`src/rtl/thumb_fetch_unit.sv`:
```
// Thumb instruction fetch: pulls 32-bit words over req/ack, splits them into two
// 16-bit halfwords for the decoder and drives the register-file PC update strobes.
module thumb_fetch_unit #(
    parameter int                 ADDR_W     = 32,
    parameter logic [ADDR_W-1:0]  RESET_ADDR = '0
) (
    input  logic              clk,
    input  logic              rst,
    input  logic [ADDR_W-1:0] pc_in,
    input  logic              branch_req,
    input  logic [ADDR_W-1:0] branch_target,
    output logic              mem_req,
    output logic [ADDR_W-1:0] mem_addr,
    input  logic              mem_ack,
    input  logic [31:0]       mem_rdata,
    input  logic              mem_err,
    output logic              instr_valid,
    input  logic              instr_ready,
    output logic [15:0]       instr,
    output logic [ADDR_W-1:0] instr_addr,
    output logic              pc_ld,
    output logic              pc_branch,
    output logic [ADDR_W-1:0] pc_wdata,
    output logic              fetch_fault,
    output logic [2:0]        state_dbg
);

    // Handshakes: memory side holds mem_req/mem_addr until mem_ack and never withdraws
    // a request; decoder side holds instr/instr_addr while instr_valid until instr_ready.
    typedef enum logic [2:0] {
        S_IDLE  = 3'd0,
        S_FETCH = 3'd1,
        S_HAVE  = 3'd2,
        S_DROP  = 3'd3,
        S_FAULT = 3'd4
    } state_t;

    state_t            state_q, state_d;
    logic [ADDR_W-1:0] fetch_addr_q, fetch_addr_d;
    logic [ADDR_W-1:0] word_addr_q, word_addr_d;
    logic [31:0]       buf_q, buf_d;
    logic              hv_lo_q, hv_lo_d;
    logic              hv_hi_q, hv_hi_d;
    logic              skip_lo_q, skip_lo_d;

    logic              mem_req_d;
    logic [ADDR_W-1:0] mem_addr_d;
    logic              instr_valid_d;
    logic [15:0]       instr_d;
    logic [ADDR_W-1:0] instr_addr_d;
    logic              pc_ld_d;
    logic              pc_branch_d;
    logic [ADDR_W-1:0] pc_wdata_d;
    logic              fetch_fault_d;
    logic              hs;

    assign state_dbg = state_q;
    assign hs        = instr_valid & instr_ready;

    always_ff @(posedge clk or negedge rst) begin
        if (!rst) begin
            state_q      <= S_IDLE;
            fetch_addr_q <= RESET_ADDR;
            word_addr_q  <= '0;
            buf_q        <= '0;
            hv_lo_q      <= 1'b0;
            hv_hi_q      <= 1'b0;
            skip_lo_q    <= 1'b0;
            mem_req      <= 1'b0;
            mem_addr     <= RESET_ADDR;
            instr_valid  <= 1'b0;
            instr        <= '0;
            instr_addr   <= '0;
            pc_ld        <= 1'b0;
            pc_branch    <= 1'b0;
            pc_wdata     <= '0;
            fetch_fault  <= 1'b0;
        end else begin
            state_q      <= state_d;
            fetch_addr_q <= fetch_addr_d;
            word_addr_q  <= word_addr_d;
            buf_q        <= buf_d;
            hv_lo_q      <= hv_lo_d;
            hv_hi_q      <= hv_hi_d;
            skip_lo_q    <= skip_lo_d;
            mem_req      <= mem_req_d;
            mem_addr     <= mem_addr_d;
            instr_valid  <= instr_valid_d;
            instr        <= instr_d;
            instr_addr   <= instr_addr_d;
            pc_ld        <= pc_ld_d;
            pc_branch    <= pc_branch_d;
            pc_wdata     <= pc_wdata_d;
            fetch_fault  <= fetch_fault_d;
        end
    end

    always_comb begin
        state_d       = state_q;
        fetch_addr_d  = fetch_addr_q;
        word_addr_d   = word_addr_q;
        buf_d         = buf_q;
        hv_lo_d       = hv_lo_q;
        hv_hi_d       = hv_hi_q;
        skip_lo_d     = skip_lo_q;
        pc_ld_d       = 1'b0;
        pc_branch_d   = 1'b0;
        pc_wdata_d    = pc_wdata;
        fetch_fault_d = fetch_fault;

        case (state_q)
            S_IDLE: state_d = S_FETCH;
            S_FETCH: begin
                if (mem_ack) begin
                    if (mem_err) begin
                        state_d       = S_FAULT;
                        fetch_fault_d = 1'b1;
                    end else begin
                        buf_d        = mem_rdata;
                        hv_lo_d      = ~skip_lo_q;
                        hv_hi_d      = 1'b1;
                        skip_lo_d    = 1'b0;
                        word_addr_d  = fetch_addr_q;
                        fetch_addr_d = fetch_addr_q + ADDR_W'(4);
                        pc_ld_d      = 1'b1;
                        state_d      = S_HAVE;
                    end
                end
            end
            S_HAVE: begin
                // An empty buffer lingers one cycle in HAVE, giving the bubble before refetch.
                if (!hv_lo_q && !hv_hi_q) begin
                    state_d = S_FETCH;
                end else if (hs) begin
                    if (hv_lo_q) hv_lo_d = 1'b0;
                    else         hv_hi_d = 1'b0;
                end
            end
            S_DROP: begin
                if (mem_ack) state_d = S_FETCH;
            end
            S_FAULT: state_d = S_FAULT;
            default: state_d = S_IDLE;
        endcase

        // A taken branch overrides everything above, including a fill or handshake.
        if (branch_req) begin
            fetch_addr_d  = {branch_target[ADDR_W-1:2], 2'b00};
            skip_lo_d     = branch_target[1];
            hv_lo_d       = 1'b0;
            hv_hi_d       = 1'b0;
            pc_ld_d       = 1'b1;
            pc_branch_d   = 1'b1;
            pc_wdata_d    = {branch_target[ADDR_W-1:1], 1'b0};
            fetch_fault_d = 1'b0;
            if (state_q == S_FETCH || state_q == S_DROP)
                state_d = mem_ack ? S_FETCH : S_DROP;
            else
                state_d = S_FETCH;
        end

        mem_req_d     = (state_d == S_FETCH) || (state_d == S_DROP);
        mem_addr_d    = (state_d == S_FETCH) ? fetch_addr_d : mem_addr;
        instr_valid_d = (state_d == S_HAVE) && (hv_lo_d || hv_hi_d);
        instr_d       = hv_lo_d ? buf_d[15:0] : buf_d[31:16];
        instr_addr_d  = word_addr_d + (hv_lo_d ? ADDR_W'(0) : ADDR_W'(2));
    end

`ifndef SYNTHESIS
    // Once the +4 load has landed, the low half of the word sits four bytes behind the PC.
    always @(posedge clk) begin
        if (rst && state_q == S_HAVE && hv_lo_q && !pc_ld)
            assert (instr_addr == pc_in - ADDR_W'(4))
            else $error("instr_addr %h does not track pc_in %h", instr_addr, pc_in);
    end
`endif

endmodule

```
`config.mk`:
```
export PLATFORM = sky130hd
export DESIGN_NAME = thumb_fetch_unit
export DESIGN_NICKNAME = d
export VERILOG_FILES = /design/src/rtl/thumb_fetch_unit.sv
export SDC_FILE = /design/constraint.sdc
export NUM_CORES = 1
export LEC_CHECK = 0
export ABC_AREA = 1
export BUFFER_PORTS_ARGS = -buffer_cell sky130_fd_sc_hd__clkbuf_2
export CAP_MARGIN = 40
export CELL_PAD_IN_SITES_DETAIL_PLACEMENT = 0
export CELL_PAD_IN_SITES_GLOBAL_PLACEMENT = 1
export CORE_MARGIN = 4
export CORE_UTILIZATION = 41
export CTS_BUF_LIST = sky130_fd_sc_hd__clkbuf_8
export DETAILED_ROUTE_END_ITERATION = 6
export PLACE_DENSITY = 0.91
export REMOVE_ABC_BUFFERS = 1
export SYNTH_ARGS = -nofsm -noshare
export SYNTH_HDL_FRONTEND = slang
export SYNTH_SLANG_ARGS = --single-unit
```
`constraint.sdc`:
```
create_clock -name clk -period 3.1 [get_ports clk]
set_clock_uncertainty 0.15 [all_clocks]
set_input_delay 0.31 -clock clk [delete_from_list [all_inputs] [get_ports clk]]
set_output_delay 0.31 -clock clk [all_outputs]
set_load 0.005 [all_outputs]
```
Word-level counts from Yosys, hierarchy flattened
Index checks and enable logic that the tools add are counted.
{"block": "totals", "regBits": 218, "in_bits": 102, "output_inout_bits": 120, "word_cells": 87}
{"block": "classes", "addsub": 2, "n_eq_ne": 8, "n_mux": 46, "n_bitwise": 2, "n_reduce_logical": 13}
{"cell": "$mux 32", "n": 10}
{"cell": "$add 32x2->32", "n": 1}
{"cell": "$add 32x3->32 const B", "n": 1}
{"cell": "$mux 1", "n": 24}
{"cell": "$mux 16", "n": 1}
{"cell": "$mux 3", "n": 5}
{"cell": "$pmux 3 s5", "n": 1}
{"cell": "$eq 3x2->1 const B", "n": 4}
{"cell": "$eq 3x1->1 const B", "n": 2}
{"cell": "$mux 2", "n": 3}
{"cell": "$reduce_and 3->1", "n": 2}
{"cell": "$reduce_bool 2->1", "n": 3}
{"cell": "$pmux 1 s2", "n": 2}
{"cell": "$eq 3x3->1 const B", "n": 1}
{"cell": "$logic_not 3->1", "n": 1}
{"cell": "$logic_or 1x1->1", "n": 3}
{"cell": "$logic_and 1x1->1", "n": 2}
{"cell": "$logic_not 1->1", "n": 2}
{"cell": "$ne 2x2->1 const B", "n": 1}
{"cell": "$and 1x1->1", "n": 1}
{"cell": "$not 1->1", "n": 1}

Logic depth before layout (Yosys ltp)
{"block": "logic_depth", "ltp_word": 7, "ltp_mapped": 18, "mapped_depth_nobuf": 17}

Worst setup path after synthesis
OpenSTA, ideal clock, no wires.
{"block": "synth_timing", "kind": "reg2reg", "start": "reg state_q[2] (netlist: state_dbg[2])", "end": "reg instr_addr[31]", "setup_ns": 0.117, "arrival_time_ns": 2.478, "required_time_ns": 2.833, "slack_ns": 0.355, "path_stages_with_launch": 18, "n_path_buf": 3, "synth_period_minus_slack_ns": 2.745, "path_cell_list": "dfrtp_1 > inv_2 > nand2_1 > nor2_2 > nand2_2 > buf_4 > buf_6 > clkbuf_1 > o21ai_0 > ha_1 > ha_1 > inv_1 > nor2_1 > nand2_1 > nor2_2 > nand2_1 > nand2_1 > nand2_1"}
{"block": "synth_between", "elab_cells_between_ends": 7, "classes_between": "1 x add/sub; 2 x eq/ne; 4 x mux"}
{"item": "from (decl)", "line_no": "38", "text": "state_t state_q, state_d;"}
{"item": "from (signal assigned)", "line_no": "79", "text": "state_q <= state_d;"}
{"item": "$eq 3x1->1", "line_no": "111", "text": "case (state_q)"}
{"item": "$mux 32", "line_no": "111"}
{"item": "via word_addr_d[1]", "line_no": "40", "text": "logic [ADDR_W-1:0] word_addr_q, word_addr_d;"}
{"item": "$add 32x2->32", "line_no": "166", "text": "instr_addr_d = word_addr_d + (hv_lo_d ? ADDR_W'(0) : ADDR_W'(2));"}
{"item": "via instr_addr_d[31]", "line_no": "50", "text": "logic [ADDR_W-1:0] instr_addr_d;"}
{"item": "to (signal assigned)", "line_no": "90", "text": "instr_addr <= instr_addr_d;"}
{"item": "to (decl)", "line_no": "20", "text": "output logic [ADDR_W-1:0] instr_addr,"}
The timed path passes the listed nets, and every way through them passes these cells.
A chain may end at the register's enable or synchronous reset.

Worst setup path after layout
Same ends and word-level chain as after synthesis.

==> impl_metrics.csv <==
group,metric,value,unit
cts,cts_max_path_buffers,3,
power_and_ir_drop,powerDensity,685,mW/mm^2
min_path,min_from,"instr_ready",
yosys,postSynthAreaPerCell,7.95,sq um
critical_path,crit_path_start,"state_dbg[2]",
final_layout,area_growth,27.0,%
grt,antenna_found_initial,0,
yosys,synth_flop_cell,"dfrtp_1",
final_layout,nFillCells,2304,
critical_path,r2r-start,"state_dbg[2]",
final_layout,drive_gt1_frac,0.194,
final_layout,final_core_util,0.531,
power_and_ir_drop,peakVddDrop,0.339,mV
grt,grt.total_usage,0.200,
placed_design,dpl_cell_area,0.0111,sq mm
yosys,seq_area_frac_synth,0.550,
cts,cts.sinks,217,
die,rows,56,
yosys,synth_top_area_frac,0.550,
min_path,hold_path_class,"in2reg",
final_layout,diodes,0,
grt,grt_overflow,0,
yosys,synth-edff-count,0,
die,die_h,163,microns
critical_path,path_cells,"inv_2, nand2_1, nor2_2, nand2_2, o21ai_0, ha_1, ha_1, inv_1, nor2_1, nand2_1, nor2_2, nand2_1, nand2_1, nand2_1",
power_and_ir_drop,p_leak,6.82,nW
final_layout,final_cells,1853,
die,core_area,0.0236,sq mm
drt,avgViaCountPerCell,4.60,
cts,h-tree-depth,2,
drt,ant_nets,0,
critical_path,path_buf_inv,2,
cts,clk_pin_slew,0.06,ns
critical_path,crit_family,"simple AND/OR/NAND/NOR gates",
sta,hold_ws,0.100,ns
yosys,yosysTopAreaCell,"dfrtp_1",
placed_design,dpl.cell_count,1724,
yosys,synthTopCellsByArea,"dfrtp_1 55%, nand2_1 23%, inv_1 4.1%",
cts,cts_root_buffer,"clkbuf_8",
yosys,yosysMostFrequentCell,"nand2_1",
grt,grt_max_degree,92,
cts,cts_tree,"done",
sta,finalSetupViolations,0,
die,io_pins,222,
sta,grt_setup_unrepaired,"false",
die,initial_core_util,0.418,
cts,cts_buffers,39,
drt,drtIter0Drc,464,
critical_path,crit_type,"reg2reg",
sta,setup_tns,0,ns
drt,via_count,8529,
placed_design,gp_congestion,0.861,
critical_path,crit_top_cell,"nand2_1",
sta,finalHoldViolCount,0,
critical_path,cpMaxStageDelayCell,"dfrtp_1",
sta,setup_ws,0.358,ns
critical_path,cpPeakStageDelay,0.43,ns
yosys,yosysUniqueCellTypes,34,
final_layout,nets,1617,
sta,min_period,2.74,ns
die,dieArea,0.0266,sq mm
critical_path,path_max_fanout,6,
drt,wirelength,26100,microns
sta,finalMaxSlewViolations,0,
yosys,ys_async_sr_fraction,1.00,
cts,insertion_delay,0.53,ns
yosys,netlist_instances,1243,
critical_path,arrival,3.01,ns
die,die_width,163,microns
cts,cts.repair.resized,0,
grt,grt_pass1_wl,43200,microns
critical_path,critPathLaunchType,"flip-flop",
drt,drc,0,
yosys,netlist_area,0.00988,sq mm
yosys,synth_seq_cells,217,
job,drv_cap,0,
sta,period_share,0.885,
placed_design,port_buffers,187,
yosys,ys_top_cells_by_count,"596 x nand2_1, 217 x dfrtp_1, 107 x inv_1, 75 x nor2_1, 58 x nand3_1",
outcome,status,"complete, no violations",
drt,drt-pass1-iter-count,5,
drt,wl_per_cell,14.1,microns
sta,fmaxAchievable,0.365,GHz
placed_design,dpl.hpwl,18200,microns
power_and_ir_drop,power.total,8.60,mW
critical_path,cp-end-kind,"flip-flop",
sta,tightest_slew,0.714,ns
sta,slew_headroom,0.524,
grt,first_global_vias,8735,
critical_path,cp_data_required_time,3.36,ns
placed_design,place_ws,0.394,ns
yosys,yosys_warnings,0,
final_layout,design_area,0.0125,sq mm
-- worst min-delay path: stages --
cell	delay [ns]
clkbuf_2	0.08
nand2_1	0.04
inv_1	0.07
a41o_1	0.20
inv_1	0.04
-- kinds of logic after synthesis --
group,after synthesis,synth area share
fa+ha+maj,3,0.00380
buf+inv,150,0.0660
other cells,1,0.000380
simple gates,802,0.336
compound gates,52,0.0284
flops,217,0.550
xor+xnor,18,0.0160
-- flip-flops by register name, indices dropped and copies added (netlist names), 3 cells and up --
signal	cells
buf_q	32
fetch_addr_q	32
mem_addr	32
word_addr_q	32
instr_addr	31
pc_wdata	31
instr	16
state_dbg	3
-- power breakdown --
group / internal, mW / switching (mW) / total [mW]
clock network: 1.46 / 1.15 / 2.61
logic: 0.823 / 1.32 / 2.14
registers: 3.54 / 0.307 / 3.85
-- layout by cell type, fill, tap and decap left out, types with 2 or more instances in the layout --
master	instances
and2_1	16
nor2_2	12
dlygate4sd3_1	66
dfrtp_1	217
nand3_2	2
bufinv_16	2
nand2_2	18
clkinv_2	2
ha_1	3
nand3_1	58
clkbuf_8	44
xor2_1	15
a21oi_1	5
inv_2	4
nand3b_1	2
buf_4	10
o21ai_0	34
nor2_1	75
inv_1	119
o21ai_1	8
nor3_1	6
nor2_4	6
xnor2_1	3
nand2_1	596
clkbuf_2	186
buf_12	4
nand4_1	8
-- repair_timing --
action                                 4_1_cts  5_1_grt
hold buffers                                66        0
endpoints found under the hold margin      224        0
buffers inserted                             0        0
-- layout make-up --
| class | count | area [sq um] | share of cell area |
|---|---|---|---|
| Sequential cell | 217 | 5430 | 0.433 |
| Multi-Input combinational cell | 876 | 3790 | 0.302 |
| Timing Repair Buffer | 267 | 1760 | 0.140 |
| Clock buffer | 44 | 606 | 0.0483 |
| Inverter | 111 | 417 | 0.0332 |
| Tap cell | 319 | 399 | 0.0318 |
| Clock inverter | 19 | 140 | 0.0112 |
-- metal layers --
metal / wire length, microns / global-route usage / up-vias / part of all wire
li1: - / - / 4325 / -
met1: 12000 / 0.271 / 3921 / 0.46
met2: 11900 / 0.322 / 221 / 0.45
met3: 1350 / 0.0358 / 62 / 0.052
met4: 918 / 0.0797 / 0 / 0.035
met5: 0 / 0 / - / 0
-- path summary, 6_finish.rpt --
check | to | slack [ns] | cells past startpoint
worst max register to register | instr_addr[31] | 0.36 | 14
max in group asynchronous | word_addr_q[29] | 1.76 | 3
min in group asynchronous | buf_q[1] | 0.22 | 2
worst min register to register | pc_wdata[18] | 0.32 | 2
worst max-delay path | instr_addr[31] | 0.36 | 14
worst min-delay path | hv_hi_q | 0.10 | 5
(Power assumes the default switching activity.)
